$ cat config.mk
export PLATFORM = sky130hd
export DESIGN_NAME = power_sequencer_flat
export DESIGN_NICKNAME = d
export VERILOG_FILES = /design/src/rtl/power_sequencer_if.sv /design/src/rtl/power_sequencer.sv /design/src/flat_wrapper.sv
export SDC_FILE = /design/constraint.sdc
export NUM_CORES = 1
export LEC_CHECK = 0
export BUFFER_PORTS_ARGS = -buffer_cell sky130_fd_sc_hd__buf_4
export CORE_MARGIN = 3
export CORE_UTILIZATION = 40
export CTS_BUF_LIST = sky130_fd_sc_hd__clkbuf_4 sky130_fd_sc_hd__clkbuf_8
export CTS_CLUSTER_SIZE = 10
export DETAILED_ROUTE_END_ITERATION = 10
export GPL_ROUTABILITY_DRIVEN = 0
export PLACE_DENSITY = 0.57
export REMOVE_ABC_BUFFERS = 1
export SETUP_SLACK_MARGIN = 0.4
export SKIP_CTS_REPAIR_TIMING = 1
export SYNTH_ARGS = -nofsm -noshare
export SYNTH_HDL_FRONTEND = slang
export SYNTH_SLANG_ARGS = --single-unit
$ cat constraint.sdc
create_clock -name clk -period 4.75 [get_ports clk]
set_clock_uncertainty 0.1 [all_clocks]
set_input_delay 0.7125 -clock clk [delete_from_list [all_inputs] [get_ports clk]]
set_output_delay 0.7125 -clock clk [all_outputs]
set_load 0.01 [all_outputs]
$ cat src/rtl/power_sequencer_if.sv
`default_nettype none
// ============================================================================
// power_sequencer_if : power_state/key_activity in, enable/LED/status out
// Revision 1.0 - initial release
// ============================================================================
interface power_sequencer_if;
    logic       power_state;
    logic       key_activity;
    logic       sys_en;
    logic       led_out;
    logic [1:0] seq_state;
    logic       auto_off;

    modport master (
        output power_state, key_activity,
        input  sys_en, led_out, seq_state, auto_off
    );

    modport slave (
        input  power_state, key_activity,
        output sys_en, led_out, seq_state, auto_off
    );
endinterface
`default_nettype wire

$ cat src/rtl/power_sequencer.sv
`default_nettype none
// ============================================================================
// power_sequencer : staged sys_en and status LED from the power_state level.
// Optional idle auto-off request enabled by macro IDLE_TIMEOUT_EN.
// Revision 1.0 - initial release
// ============================================================================
module power_sequencer #(
    parameter int unsigned STARTUP_CYCLES  = 100_000_000,
    parameter int unsigned SHUTDOWN_CYCLES = 50_000_000,
    parameter int unsigned BLINK_HALF      = 12_500_000,
    parameter int unsigned IDLE_CYCLES     = 1_000_000_000
) (
    input  wire logic        clk,
    input  wire logic        reset,
    power_sequencer_if.slave bus
);
    typedef enum logic [1:0] {
        S_OFF      = 2'd0,
        S_STARTUP  = 2'd1,
        S_ON       = 2'd2,
        S_SHUTDOWN = 2'd3
    } state_t;

    localparam logic [31:0] c_START_LAST = 32'(STARTUP_CYCLES - 1);
    localparam logic [31:0] c_SHUT_LAST  = 32'(SHUTDOWN_CYCLES - 1);
    localparam logic [31:0] c_BLINK_LAST = 32'(BLINK_HALF - 1);
    localparam logic [31:0] c_FAST_LAST  = 32'(BLINK_HALF / 2 - 1);

    state_t      r_state;
    logic [31:0] r_cnt;
    logic [31:0] r_blink;
    logic        r_sys_en;
    logic        r_led;

    // Outputs are loaded with their next-state values so they are valid on the entry cycle.
    always_ff @(posedge clk) begin
        if (reset) begin
            r_state  <= S_OFF;
            r_cnt    <= '0;
            r_blink  <= '0;
            r_sys_en <= 1'b0;
            r_led    <= 1'b0;
        end else begin
            case (r_state)
                S_OFF: begin
                    if (bus.power_state) begin
                        r_state <= S_STARTUP;
                        r_cnt   <= '0;
                        r_blink <= '0;
                        r_led   <= 1'b1;
                    end
                end
                S_STARTUP: begin
                    if (!bus.power_state) begin
                        r_state <= S_OFF;
                        r_cnt   <= '0;
                        r_blink <= '0;
                        r_led   <= 1'b0;
                    end else if (r_cnt == c_START_LAST) begin
                        r_state  <= S_ON;
                        r_cnt    <= '0;
                        r_blink  <= '0;
                        r_sys_en <= 1'b1;
                        r_led    <= 1'b1;
                    end else begin
                        r_cnt <= r_cnt + 32'd1;
                        if (r_blink == c_BLINK_LAST) begin
                            r_blink <= '0;
                            r_led   <= ~r_led;
                        end else begin
                            r_blink <= r_blink + 32'd1;
                        end
                    end
                end
                S_ON: begin
                    if (!bus.power_state) begin
                        r_state  <= S_SHUTDOWN;
                        r_cnt    <= '0;
                        r_blink  <= '0;
                        r_sys_en <= 1'b0;
                        r_led    <= 1'b1;
                    end
                end
                S_SHUTDOWN: begin
                    // power_state is deliberately not looked at: shutdown always runs to completion.
                    if (r_cnt == c_SHUT_LAST) begin
                        r_state <= S_OFF;
                        r_cnt   <= '0;
                        r_blink <= '0;
                        r_led   <= 1'b0;
                    end else begin
                        r_cnt <= r_cnt + 32'd1;
                        if (r_blink == c_FAST_LAST) begin
                            r_blink <= '0;
                            r_led   <= ~r_led;
                        end else begin
                            r_blink <= r_blink + 32'd1;
                        end
                    end
                end
                default: begin
                    r_state  <= S_OFF;
                    r_cnt    <= '0;
                    r_blink  <= '0;
                    r_sys_en <= 1'b0;
                    r_led    <= 1'b0;
                end
            endcase
        end
    end

    assign bus.sys_en    = r_sys_en;
    assign bus.led_out   = r_led;
    assign bus.seq_state = r_state;

`ifdef IDLE_TIMEOUT_EN
    localparam logic [31:0] c_IDLE_LAST = 32'(IDLE_CYCLES - 1);
    localparam logic [31:0] c_IDLE_HOLD = 32'(IDLE_CYCLES);

    logic [31:0] r_idle;
    logic        r_auto_off;

    // Counter parks one past the terminal value so the request fires only once per idle period.
    always_ff @(posedge clk) begin
        if (reset) begin
            r_idle     <= '0;
            r_auto_off <= 1'b0;
        end else if (r_state != S_ON) begin
            r_idle     <= '0;
            r_auto_off <= 1'b0;
        end else begin
            r_auto_off <= (r_idle == c_IDLE_LAST) && !bus.key_activity;
            if (bus.key_activity) begin
                r_idle <= '0;
            end else if (r_idle != c_IDLE_HOLD) begin
                r_idle <= r_idle + 32'd1;
            end
        end
    end

    assign bus.auto_off = r_auto_off;
`else
    logic w_unused_idle;
    assign w_unused_idle = ^{bus.key_activity, 32'(IDLE_CYCLES)};
    assign bus.auto_off  = 1'b0;
`endif

endmodule
`default_nettype wire
$ cat src/flat_wrapper.sv
// flat-port wrapper written by rule: the top's interface ports become plain ports
module power_sequencer_flat 
#(
    parameter int unsigned STARTUP_CYCLES  = 100_000_000,
    parameter int unsigned SHUTDOWN_CYCLES = 50_000_000,
    parameter int unsigned BLINK_HALF      = 12_500_000,
    parameter int unsigned IDLE_CYCLES     = 1_000_000_000
)
  (clk, reset, bus_power_state, bus_key_activity, bus_sys_en, bus_led_out, bus_seq_state, bus_auto_off);
  power_sequencer_if bus_i ();
  input  wire logic clk;
  input  wire logic reset;
  input wire logic [$bits(bus_i.power_state)-1:0] bus_power_state;
  input wire logic [$bits(bus_i.key_activity)-1:0] bus_key_activity;
  output wire logic [$bits(bus_i.sys_en)-1:0] bus_sys_en;
  output wire logic [$bits(bus_i.led_out)-1:0] bus_led_out;
  output wire logic [$bits(bus_i.seq_state)-1:0] bus_seq_state;
  output wire logic [$bits(bus_i.auto_off)-1:0] bus_auto_off;
  assign bus_i.power_state = bus_power_state;
  assign bus_i.key_activity = bus_key_activity;
  assign bus_sys_en = bus_i.sys_en;
  assign bus_led_out = bus_i.led_out;
  assign bus_seq_state = bus_i.seq_state;
  assign bus_auto_off = bus_i.auto_off;
  power_sequencer #(.STARTUP_CYCLES(STARTUP_CYCLES), .SHUTDOWN_CYCLES(SHUTDOWN_CYCLES), .BLINK_HALF(BLINK_HALF), .IDLE_CYCLES(IDLE_CYCLES)) u_core (.clk(clk), .reset(reset), .bus(bus_i));
endmodule
# --- Word level (Yosys, flattened, before mapping) ---
# Index checks and enable logic that the tools add are counted.
# W data, S select, Z words.
totals:
  regBits: 68
  input_bits: 4
  out_inout_bits: 5
  word_cells: 59
op_classes:
  add_sub_neg: 2
  eq_ne: 15
  mux: 30
  bitwise: 1
  reduce_logical: 6
ops:
  columns: ["cell", "n"]
  rows:
  - ["$mux W32", 10]
  - ["$pmux W32 S4", 2]
  - ["$add A32 B1 Y32 const B", 2]
  - ["$eq A32 B23 Y1 const B", 1]
  - ["$eq A32 B24 Y1 const B", 1]
  - ["$eq A32 B26 Y1 const B", 1]
  - ["$eq A32 B27 Y1 const B", 1]
  - ["$reduce_and A4 Y1", 3]
  - ["$mux W1", 10]
  - ["$mux W2", 5]
  - ["$pmux W2 S4", 1]
  - ["$ne A2 B2 Y1 const B", 3]
  - ["$eq A2 B2 Y1 const B", 2]
  - ["$ne A2 B1 Y1 const B", 2]
  - ["$ne A4 B2 Y1 const B", 1]
  - ["$pmux W1 S4", 1]
  - ["$ne A3 B1 Y1 const B", 1]
  - ["$ne A3 B2 Y1 const B", 1]
  - ["$eq A2 B1 Y1 const B", 1]
  - ["$logic_not A2 Y1", 1]
  - ["$pmux W1 S2", 1]
  - ["$reduce_and A2 Y1", 1]
  - ["$reduce_bool A2 Y1", 1]
  - ["$not A1 Y1", 1]

# --- Logic depth before layout (Yosys ltp) ---
depth:
  depth_word: 5
  ltp_mapped: 10
  ltp_nobuf: 7

# --- Least setup slack after synthesis ---
# No wires, ideal clock.
synth_timing:
  kind: "register to register"
  start: "register u_core.r_blink[0]"
  end: "register u_core.r_blink[10]"
  setup_ns: 0.117
  arrival_ns: 2.301
  required_time_ns: 4.533
  slack_ns: 2.232
  stages_incl_launch_ff: 9
  n_path_buf: 2
  synth_period_minus_slack_ns: 2.518
  cell_sequence: "dfxtp_1 > ha_1 > nand3_1 > or4_1 > o311ai_1 > o32ai_1 > clkbuf_1 > clkbuf_1 > a22o_1"
synth_via:
  elab_chain_len: 5
  elab_cells_between_ends: 9
  classes_between: "add/sub: 1; eq/ne: 2; mux: 6"
synth_lines:
  columns: ["item", "line", "text"]
  rows:
  - ["start: declaration", "power_sequencer.sv:31", "logic [31:0] r_blink;"]
  - ["start signal: assignment", "power_sequencer.sv:71", "r_blink <= r_blink + 32'd1;"]
  - ["start signal: assignment", "power_sequencer.sv:97", "r_blink <= r_blink + 32'd1;"]
  - ["$add A32 B1 Y32 or $eq A32 B24 Y1 (tied branches)", "power_sequencer.sv:71, power_sequencer.sv:97, power_sequencer.sv:67", null]
  - ["$mux W32", "power_sequencer.sv:67", "if (r_blink == c_BLINK_LAST) begin"]
  - ["$mux W32", "power_sequencer.sv:59", "end else if (r_cnt == c_START_LAST) begin"]
  - ["$mux W32", "power_sequencer.sv:54", "if (!bus.power_state) begin"]
  - ["$pmux W32 S4 (*)", "power_sequencer.sv:44", "case (r_state)"]
# Mark *: on every way between the ends. The rest lies on a longest branch, timed or not.
# A chain may end at the register's enable or synchronous reset.

# --- Final worst setup path ---
layout_timing:
  start: "register u_core.r_cnt[0]"
  end: "register u_core.r_cnt[18]"
layout_via:
  elab_chain_len: 4
  elab_cells_between_ends: 7
  classes_between: "add/sub: 1; eq/ne: 2; mux: 4"
layout_lines:
  columns: ["item", "line", "text"]
  rows:
  - ["start: declaration", "power_sequencer.sv:30", "logic [31:0] r_cnt;"]
  - ["start signal: assignment", "power_sequencer.sv:66", "r_cnt <= r_cnt + 32'd1;"]
  - ["start signal: assignment", "power_sequencer.sv:92", "r_cnt <= r_cnt + 32'd1;"]
  - ["$add A32 B1 Y32 or $eq A32 B27 Y1 (tied branches)", "power_sequencer.sv:66, power_sequencer.sv:92, power_sequencer.sv:59", null]
  - ["$mux W32", "power_sequencer.sv:59", null]
  - ["$mux W32", "power_sequencer.sv:54", null]
  - ["$pmux W32 S4 (*)", "power_sequencer.sv:44", null]
# Marks and branches as above.

==> results.py <==
metrics = {
    "setup_path": {
        "crit_chain": "ha_1 > and4_1 > nand3_1 > o31ai_1 > a21o_1 > o21ai_0 > mux2_2",
        "r2r_start": "u_core.r_cnt[0]$_SDFFE_PP0P_",
        "crit_path_max_incr_delay_ps": 750,
        "crit_type": "reg2reg",
        "crit_family": "compound AO/OA/AOI/OAI gates",
        "cp_max_fo": 18,
        "crit_buf_inv": 0,
        "start_kind": "flop",
        "crit_path_end_kind": "flop",
        "reg2reg_to": "u_core.r_cnt[18]$_SDFFE_PP0P_",
        "r2r_setup_slack_ps": 1470,
        "critPathRequiredTime_ps": 4890,
        "cpMaxStageDelayCell": "o31ai_1",
        "cp_data_arrival_time_ps": 3420,
        "crit_cells": 7,
        "r2r_cells": 7,
    },
    "logic_synthesis": {
        "synth_cell_types": 61,
        "syn_inst": 476,
        "synthFlopType": "dfxtp_1",
        "synth_compound_area_share_pct": 21.3,
        "synthArstFlopShare_pct": 0,
        "synth_top_family_by_area": "simple AND/OR/NAND/NOR gates",
        "synthXorXnorAreaFrac_pct": 2.10,
        "synth-edff-count": 0,
        "ys_top_cells_by_area": "dfxtp_1, nand2_1, a21oi_1",
        "ys_seq_elements": 68,
        "yosysTopAreaCell": "dfxtp_1",
        "synthSimpleGateAreaFrac_pct": 31.4,
        "yosysSeqAreaShare_pct": 36.3,
        "synth_mux_area_share_pct": 3.80,
        "syn_area_sq_um": 3750,
        "synth_top_area_share_pct": 36.3,
        "syn_avg_cell_area_sq_um": 7.89,
        "yosysWarnings": 0,
        "synth-adder-area-share_pct": 0.666,
    },
    "layout": {
        "finish.net_count": 478,
        "diodes": 0,
        "final_util_pct": 45.8,
        "area_growth_pct": 8.90,
        "drive_gt1_share_pct": 7.98,
    },
    "run_status": {
        "status": "finished, final reports clean",
    },
    "clocking": {
        "root_buffer": "clkbuf_8",
        "insertion_delay_ps": 350,
        "htreeDepth": 3,
        "cts_made_buffers": 9,
        "clock-sinks": 68,
        "clock_path_buffers": 2,
        "cts_tree": "done",
        "clk_pin_slew_ps": 70,
    },
    "drt": {
        "dr.first_iter.drc_count": 170,
        "drc": 0,
        "wl_met3_um": 228,
        "drt-total-wl_um": 9220,
        "top_layer": "met4",
        "routedWlPerCell_um": 15.8,
        "vias": 3481,
        "drtPass1Iterations": 5,
        "vias_per_cell": 5.96,
        "wl_met2_um": 4360,
        "ant_nets": 0,
        "wl_met1_um": 4530,
    },
    "pwr": {
        "p_per_area_nw_per_um2": 281,
        "ir_drop_mv": 0.138,
        "total_power_mw": 1.15,
        "p_leak_nw": 1.32,
    },
    "sta": {
        "tns_ps": 0,
        "hold_slack_ps": 388,
        "fin_crit_ps": 3280,
        "max-slew-margin-rel_pct": 44.8,
        "tightest_slew_ps": 817,
        "rsz0062_at_grt": "false",
        "timing.final.ws_setup_ps": 1470,
        "setup_viol": 0,
        "finalHoldViolCount": 0,
        "fmax_ghz": 0.305,
        "post-route-period-util_pct": 69.1,
        "slew_violations": 0,
    },
    "global_route": {
        "grt_pass1_vias": 3217,
        "grtUsageTotal_pct": 18.7,
        "grt_first_pass_wirelength_um": 15800,
        "grt_max_degree": 48,
        "antenna_found_initial": 0,
        "gr-total-overflow": 0,
    },
    "hold_path": {
        "worstHoldStart": "u_core.r_cnt[11]$_SDFFE_PP0P_",
        "hold_path.class": "reg2reg",
        "min_to": "u_core.r_cnt[11]$_SDFFE_PP0P_",
        "worstHoldPathCells": 2,
    },
    "placed_design": {
        "hpwl_um": 6270,
        "port_buffers": 6,
        "place_ws_ps": 1480,
    },
    "floorplan": {
        "die-width_um": 103,
        "die-area_sq_um": 10600,
        "start_util_pct": 42.0,
        "ios": 9,
        "die_h_um": 103,
        "core_area_sq_um": 8930,
        "rows": 34,
    },
    "run": {
        "drv_cap": 0,
    },
}
==> worst reg2reg max path, cell delays in order, from the launching register on <==
cell and delay, ps:
dfxtp_1 390, ha_1 240, and4_1 340, nand3_1 250
o31ai_1 760, a21o_1 610, o21ai_0 190, mux2_2 300
==> area by class of cell <==
cell class                 instances  area (sq um)
inverter                          15          56.3
timing repair buffer              10          75.1
tap                              108           135
clock buffer                      14           180
clock inverter                     1          30.0
sequential                        68          1360
fill                             923          4840
multi-input combinational        368          2250
==> metal layers <==
layer,vias up,GRT usage [%]
met5,-,0
met4,0,6.67
met3,9,3.86
met2,38,30.1
met1,1658,24.8
li1,1776,-
==> power by group <==
part | leakage (nW) | internal [mW] | switching (mW)
logic | 0.658 | 0.0212 | 0.0398
clock network | 0.110 | 0.295 | 0.217
registers | 0.548 | 0.573 | 0.00524
total | 1.32 | 0.889 | 0.262
==> worst max path at each step <==
stage	startpoint	to	slack (ps)
floorplan	u_core.r_cnt[0]$_SDFFE_PP0P_	u_core.r_blink[13]$_SDFFE_PP0P_	460
global placement	u_core.r_cnt[0]$_SDFFE_PP0P_	u_core.r_cnt[18]$_SDFFE_PP0P_	1580
detailed placement	u_core.r_cnt[0]$_SDFFE_PP0P_	u_core.r_cnt[18]$_SDFFE_PP0P_	1480
CTS	u_core.r_cnt[0]$_SDFFE_PP0P_	u_core.r_cnt[18]$_SDFFE_PP0P_	1460
global route	u_core.r_cnt[0]$_SDFFE_PP0P_	u_core.r_cnt[18]$_SDFFE_PP0P_	1230
finish	u_core.r_cnt[0]$_SDFFE_PP0P_	u_core.r_cnt[18]$_SDFFE_PP0P_	1470
==> cells by family after synthesis <==
kind of cell,count (synthesis)
compound gates,124
simple gates,218
fa+ha+maj,2
buf+inv,40
flops,68
other cells,1
xor+xnor,9
mux,14
==> registers in the layout, indices dropped and copies added, names as in the netlist, named ones only <==
signal                cells
u_core.bus.sys_en         1
u_core.r_cnt             32
u_core.r_blink           32
u_core.bus.led_out        1
u_core.bus.seq_state      1
==> metrics by stage <==
stage	cell area [sq um]	std cells
detailed placement	3880	569
finish	4090	584
CTS	4090	584
global placement	3880	569
global route	4090	584
floorplan	3640	451
==> Yosys cell counts (8+ instances only) <==
cell,number
and3_1,8
a21oi_1,35
nand3_1,35
clkbuf_1,16
inv_1,15
nor3_1,14
o21ai_0,24
nor4_1,11
nor2_1,34
dfxtp_1,68
mux2i_1,12
nand2_1,48
a31oi_1,17
nand4_1,17
==> cell usage in the layout, fill, tap and decap left out, types with 6 or more instances in the layout <==
| cell | netlist | routed |
|---|---|---|
| a31oi_1 | 17 | 17 |
| nand4_1 | 17 | 17 |
| nor4_1 | 11 | 11 |
| and3_1 | 8 | 8 |
| o21ai_0 | 24 | 24 |
| dfxtp_1 | 68 | 68 |
| nor3_1 | 14 | 14 |
| or3_1 | 7 | 7 |
| nand2b_1 | 6 | 6 |
| nand3_1 | 35 | 35 |
| inv_1 | 15 | 15 |
| a21o_1 | 7 | 7 |
| and2_1 | 6 | 6 |
| a21oi_1 | 35 | 34 |
| clkbuf_8 | 0 | 12 |
| nand2_1 | 48 | 48 |
| xor2_1 | 6 | 6 |
| and4_1 | 7 | 7 |
| or4_1 | 6 | 6 |
| buf_4 | 1 | 10 |
| mux2i_1 | 12 | 12 |
| nor2_1 | 34 | 33 |
Note: power is estimated with default switching activity, not from simulation.
